`src/rtl/oclib_pkg.sv`:
```
// Shared definitions for the oclib link blocks.
package oclib_pkg;

  // Credit link: one credit admits exactly one word, and each returned credit
  // is a single-cycle creditOut pulse.
  localparam int CreditPerWord = 1;

endpackage

```
`src/rtl/oclib_credit_return.sv`:
```
// Credit return: counts freed FIFO entries and replays them to the sender as
// one-cycle creditOut pulses; the initial grant falls out of the reset value.
module oclib_credit_return
  import oclib_pkg::*;
#(
  parameter int Depth      = 8,
  parameter int CountWidth = $clog2(Depth + 1)
) (
  input  logic clock,
  input  logic reset,
  input  logic pop,
  output logic creditOut
);

  logic [CountWidth-1:0] creditPending_q, creditPending_d;
  logic                  creditOut_q;

  always_comb begin
    creditPending_d = creditPending_q;
    if (pop) begin
      creditPending_d = creditPending_d + CountWidth'(CreditPerWord);
    end
    if (creditOut_q) begin
      creditPending_d = creditPending_d - CountWidth'(CreditPerWord);
    end
  end

  // Starting from Depth pending credits yields Depth pulses after reset release.
  always_ff @(posedge clock or negedge reset) begin
    if (!reset) begin
      creditPending_q <= CountWidth'(Depth);
      creditOut_q     <= 1'b0;
    end else begin
      creditPending_q <= creditPending_d;
      creditOut_q     <= (creditPending_d != '0);
    end
  end

  assign creditOut = creditOut_q;

endmodule

```
`src/rtl/oclib_credit_receiver.sv`:
```
// Receive end of a credit-flow-controlled link: buffers credit-gated words in a
// Depth-entry first-word-fall-through FIFO and returns a credit per freed entry.
module oclib_credit_receiver
  import oclib_pkg::*;
#(
  parameter int Width      = 32,
  parameter int Depth      = 8,
  parameter int CountWidth = $clog2(Depth + 1)
) (
  input  logic                  clock,
  input  logic                  reset,
  input  logic [Width-1:0]      inData,
  input  logic                  inValid,
  output logic                  creditOut,
  output logic [Width-1:0]      outData,
  output logic                  outValid,
  input  logic                  outReady,
  output logic [CountWidth-1:0] count,
  output logic                  overflowError
);

  localparam int PtrWidth = $clog2(Depth);

  logic [Width-1:0]      mem_q [Depth];
  logic [PtrWidth-1:0]   wrPtr_q, rdPtr_q;
  logic [CountWidth-1:0] count_q, count_d;
  logic                  overflow_q;
  logic                  full, push, pop;

  function automatic logic [PtrWidth-1:0] ptrInc(input logic [PtrWidth-1:0] p);
    if (p == PtrWidth'(Depth - 1)) begin
      return '0;
    end
    return p + 1'b1;
  endfunction

  assign full     = (count_q == CountWidth'(Depth));
  assign outValid = (count_q != '0);
  assign pop      = outValid && outReady;
  // A word arriving at full is still legal when a pop frees the slot this cycle.
  assign push     = inValid && (!full || pop);

  always_comb begin
    count_d = count_q;
    case ({push, pop})
      2'b10:   count_d = count_q + 1'b1;
      2'b01:   count_d = count_q - 1'b1;
      default: count_d = count_q;
    endcase
  end

  always_ff @(posedge clock or negedge reset) begin
    if (!reset) begin
      wrPtr_q    <= '0;
      rdPtr_q    <= '0;
      count_q    <= '0;
      overflow_q <= 1'b0;
    end else begin
      if (push) begin
        wrPtr_q <= ptrInc(wrPtr_q);
      end
      if (pop) begin
        rdPtr_q <= ptrInc(rdPtr_q);
      end
      count_q <= count_d;
      if (inValid && !push) begin
        overflow_q <= 1'b1;
      end
    end
  end

  // Storage carries no reset; validity is tracked entirely by count_q.
  always_ff @(posedge clock) begin
    if (push) begin
      mem_q[wrPtr_q] <= inData;
    end
  end

  assign outData       = mem_q[rdPtr_q];
  assign count         = count_q;
  assign overflowError = overflow_q;

  oclib_credit_return #(
    .Depth      (Depth),
    .CountWidth (CountWidth)
  ) u_credit_return (
    .clock     (clock),
    .reset     (reset),
    .pop       (pop),
    .creditOut (creditOut)
  );

endmodule

```
`config.mk`:
```
export PLATFORM = sky130hd
export DESIGN_NAME = oclib_credit_receiver
export DESIGN_NICKNAME = d
export VERILOG_FILES = /design/src/rtl/oclib_pkg.sv /design/src/rtl/oclib_credit_return.sv /design/src/rtl/oclib_credit_receiver.sv
export SDC_FILE = /design/constraint.sdc
export NUM_CORES = 1
export LEC_CHECK = 0
export CORE_ASPECT_RATIO = 2
export CORE_MARGIN = 4
export CORE_UTILIZATION = 63
export DETAILED_ROUTE_END_ITERATION = 10
export GPL_TIMING_DRIVEN = 1
export HOLD_SLACK_MARGIN = 0.03
export PLACE_DENSITY = 0.85
export SETUP_SLACK_MARGIN = 0.4
export SYNTH_ARGS = -nofsm -noshare
export SYNTH_HDL_FRONTEND = slang
export SYNTH_SLANG_ARGS = --single-unit
```
`constraint.sdc`:
```
create_clock -name clock -period 11.5 [get_ports clock]
set_input_delay 1.725 -clock clock [delete_from_list [all_inputs] [get_ports clock]]
set_output_delay 1.725 -clock clock [all_outputs]
set_load 0.05 [all_outputs]
```
# ---- After elaboration in Yosys (flattened, before gate mapping)
# Memory sizes are Yosys's and may differ from the RTL's.
# Index checks and enable logic that the tools add are counted.
dict set report op_classes {
  n_reduce_logical 9
  muxes 13
  eq_ne 5
  add_sub_neg 6
}
# cell count
set op_table {}
lappend op_table {{3-bit two-way mux} 4}
lappend op_table {{4-bit by 1-bit adder with 4-bit output (second input constant)} 2}
lappend op_table {{4-bit two-way mux} 2}
lappend op_table {{4-bit case mux with 2 select lines} 1}
lappend op_table {{4-bit nonzero test} 2}
lappend op_table {{4-bit by 1-bit subtractor with 4-bit output (second input constant)} 2}
lappend op_table {{3-bit by 1-bit adder with 3-bit output (second input constant)} 2}
lappend op_table {{3-bit equality test (second input constant)} 2}
lappend op_table {{1-bit two-way mux} 6}
lappend op_table {{4-bit equality test (second input constant)} 1}
lappend op_table {{1-bit logical AND} 3}
lappend op_table {{2-bit by 1-bit equality test with 1-bit output (second input constant)} 1}
lappend op_table {{2-bit equality test (second input constant)} 1}
lappend op_table {{1-bit logical NOT} 2}
lappend op_table {{2-bit nonzero test} 1}
lappend op_table {{1-bit logical OR} 1}
dict set report totals {
  wordCells 40
  reg_bits 16
  ram_bits 256
  mem_count 1
}
# name depth word_bits read_ports rd_clocked_by_memory_dff wr line_no
set memory_table {}
lappend memory_table {mem_q 8 32 1 0 1 oclib_credit_receiver.sv:24} ;# logic [Width-1:0] mem_q [Depth];

# ---- Longest topological paths before layout
dict set report logic_depth {
  word_depth 6
  ltp_mapped 10
  ltp_nobuf 10
}

# ---- Hierarchy
# A second synthesis with hierarchy kept.
dict set report hier_totals {
  cells_unflattened 478
  area_unflattened_um2 10772.8
}
# mod seq_area_each_um2 cells_each area_per_inst_um2 n_inst
set by_module_without_submodules {}
lappend by_module_without_submodules {oclib_credit_receiver 7962.6 442 10362.4 1}
lappend by_module_without_submodules {oclib_credit_return 126.4 36 410.4 1}

# ---- Worst setup path after synthesis
# OpenSTA, ideal clock, no wires.
dict set report synth_timing {
  path_kind {input to register}
  start {input port outReady}
  end {memory mem_q[0][0], enable pin}
  path_buffers 0
  slack_ps 5865
  path_stages 3
  arrival_time_ps 5134
  t_required_ps 10998
  path_cell_list {nand3b_1 -> nand2_1 -> nor4_1}
}
dict set report synth_via {
  elab_chain_len 5
}
# item line_no
set synth_lines {}
lappend synth_lines {{start: declaration} oclib_credit_receiver.sv:17} ;# input logic outReady,
lappend synth_lines {{1-bit logical AND} oclib_credit_receiver.sv:39} ;# assign pop = outValid && outReady;
lappend synth_lines {{1-bit logical OR} oclib_credit_receiver.sv:41} ;# assign push = inValid && (!full || pop);
lappend synth_lines {{1-bit logical AND} oclib_credit_receiver.sv:41}
lappend synth_lines {{1-bit two-way mux} oclib_credit_receiver.sv:74} ;# if (push) begin
lappend synth_lines {{1-bit two-way mux (not written as such)} oclib_credit_receiver.sv:75} ;# mem_q[wrPtr_q] <= inData;
lappend synth_lines {{end: declaration} oclib_credit_receiver.sv:24}
# No other way between the ends.

# ---- Final worst setup path
dict set report layout_timing {
  start {register rdPtr_q[0]}
  end {output port outData[16]}
}
dict set report layout_via {
  elab_chain_len 1
}
# item line_no
set layout_lines {}
lappend layout_lines {{start: declaration} oclib_credit_receiver.sv:25} ;# logic [PtrWidth-1:0] wrPtr_q, rdPtr_q;
lappend layout_lines {{start signal: assignment} oclib_credit_receiver.sv:63} ;# rdPtr_q <= ptrInc(rdPtr_q);
lappend layout_lines {{memory read 8 x 32 bit} -}
lappend layout_lines {{end: declaration} oclib_credit_receiver.sv:15} ;# output logic [Width-1:0] outData,
# No other way between the ends.

==> flow_summary.toml <==
[clock_network]
tritoncts = "built"
insertion_delay_ns = 0.51
htree_levels = 1
clkTransAtPathRegs_ns = 0.07
ctsResizeCount = 0
cts_hold_buf = 0
cts_root_buf = "clkbuf_16"
cts_setup_buffers = 0
clk_path_buf_depth = 3
numCtsBuffers = 22
cts.sinks = 272

[synthesis]
synthCells = 469
synth_edf_count = 256
synth.area.top_cells = "edfxtp_1 73%, mux4_2 14%, mux2_2 3.6%, dfrtp_1 3.5%, ha_1 1.1%"
yosysWarnings = 0
syn_nets = 515
yosysSeqAreaShare_pct = 76.39
synth_top_area_share_pct = 72.60
post-synth-top-count-cell = "edfxtp_1"
avgSynthCellArea_sq_um = 22.58
ys_top_cells_by_count = "256 x edfxtp_1, 64 x mux4_2, 34 x mux2_2, 15 x dfrtp_1"
syn_area_sq_um = 10590
ys_seq_elements = 272
synthFlopType = "edfxtp_1"
ys_types = 40
async_reset_ff_share_pct = 5.882
yosysTopAreaCell = "edfxtp_1"

[floorplan]
start_util_pct = 64.76
die_w_microns = 99.67
die-area_sq_um = 19070
io_pins = 75
rows = 66
dieHeight_microns = 191.3
coreArea_sq_um = 16350

[place]
gp_congestion = 0.7381
port_buffers = 74
placed_cells = 738
hpwlAfterDp_microns = 12160

[detailed_routing]
drc = 0
wl_per_cell_microns = 27.57
dr.pass1.iters = 5
routed_wl_microns = 21500
drt_iter0_drc = 403
vias = 5027
via_per_inst = 6.445
ant_nets = 0

[timing]
fin_setup_tns_ns = 0
period_needed_ns = 5.390
grt_setup_unrepaired = "false"
holdWs_ns = 0.4873
worstMarginPinSlew_ns = 1.032
setup_viol = 0
finalCritPeriodShare_pct = 46.87
timing.slew.headroom_pct = 31.18
hold_viol_final = 0
clock.fmax_mhz = 185.5
skew_ns = 0.01254
finalMaxSlewViolations = 0

[power]
p_clk_share_pct = 21.0
ir_drop_mv = 0.2183
pwr-share-comb_pct = 38.1
p_leak_uw = 0.003999
p_sw_uw = 1231
power.total_uw = 3439
seq_power_share_pct = 40.8
p_per_area_nw_per_um2 = 278.8
swShare_pct = 35.81
intPower_uw = 2207

[grt]
antenna_found_initial = 2
track_usage_pct = 23.52
grt_pass1_vias = 5507
grt_max_degree = 37
grt_pass1_wl_microns = 32740
grt-ovfl-total = 0

[setup_path]
critPathMaxFanout = 36
path_class = "reg -> out"
crit_start = "rdPtr_q[0]"
cp.arrival_ns = 3.67
worst-path-buf-inv = 2
setup.worst_path.end_class = "output port"
crit_slowest_cell = "dfrtp_4"
crit_path_max_incr_delay_ns = 0.82
crit_path_start_kind = "flip-flop"
crit_required_ns = 9.78
critPathTopFamily = "buffers and inverters"
worstReg2RegStart = "count[0]"
cp_cell_sequence = "buf_4 > mux4_2 > mux2_2 > clkdlybuf4s50_1"

[hold_path]
min_from = "overflowError"
holdCritPathClass = "reg -> reg"

[final_layout]
utilization_pct = 75.42
syn2layout_area_growth_pct = 16.46
finalNonFillerCells = 780
final_nets = 604
layout-drive-gt1-share_pct = 28.22

[run_status]
status = "complete, no violations"

[flow_run]
drv_cap = 0
[area by class of cell]
cell class                      count  area, sq um
Multi-Input combinational cell    170         2427
Fill cell                         862         4019
Antenna cell                        2        5.005
Clock buffer                       30        631.9
Inverter                            7        31.28
Tap cell                          204        255.2
Timing Repair Buffer               85        823.3
Sequential cell                   272         8095
Clock inverter                     10        62.56
[power by group through the flow]
stage	sequential (uW)	clock [uW]	combinational, uW
global route	1420	779	1380
CTS	1410	732	1330
floorplan	1360	0	967
global placement	1410	0	1280
finish	1400	724	1310
detailed placement	1420	0	1310
[per-stage QoR]
step	setup slack, ns	cell area (sq um)
after floorplan	5.865	10590
after global placement	6.601	11630
after detailed placement	6.556	11630
after CTS	6.021	12330
after global routing	5.871	12330
final	6.110	12330
[registers in the layout, indices dropped and copies added (netlist names)]
name                             count
rdPtr_q                              3
mem_q                              256
u_credit_return.creditOut            1
u_credit_return.creditPending_q      4
count                                4
wrPtr_q                              3
overflowError                        1
[routing by layer]
| layer | GRT usage [%] | wire (microns) | vias to the layer above | share of wire, % |
|---|---|---|---|---|
| met5 | 0 | 0 | - | 0 |
| met2 | 42.69 | 12250 | 203 | 57 |
| met1 | 27.88 | 7304 | 2634 | 34 |
| li1 | - | - | 2129 | - |
| met4 | 9.258 | 828 | 0 | 3.9 |
| met3 | 3.433 | 1117 | 61 | 5.2 |
[cells by family after synthesis]
family / after synthesis / share of synthesized area, %
AO/OA/AOI/OAI: 12 / 0.8745
flip-flops: 272 / 76.39
multiplexers: 101 / 17.51
adder cells (fa/ha/maj): 10 / 1.253
buffers and inverters: 27 / 1.146
AND/OR/NAND/NOR: 38 / 2.009
XOR/XNOR: 9 / 0.8154
[final timing paths]
path	endpoint	slack (ns)	cells after the start
max in group asynchronous	rdPtr_q[0]	9.22	1
min in group asynchronous	overflowError	1.69	1
worst min register to register	overflowError	0.49	1
worst max register to register	mem_q[1][30]	8.72	5
worst min-delay path	overflowError	0.49	1
worst max-delay path	outData[16]	6.11	4
[cell usage in the layout (no fill, tap or decap), types with 4 or more instances in the layout]
master	synthesis	routed
inv_1	6	6
clkbuf_1	8	4
dfrtp_1	15	12
ha_1	9	9
xnor2_1	5	5
nand2b_1	4	4
clkbuf_16	0	23
nor3_2	0	4
buf_4	0	11
nand2_1	9	9
mux4_2	64	64
clkdlybuf4s50_1	0	74
edfxtp_1	256	256
mux2_2	34	34
Power figures use the tool's default switching activity.
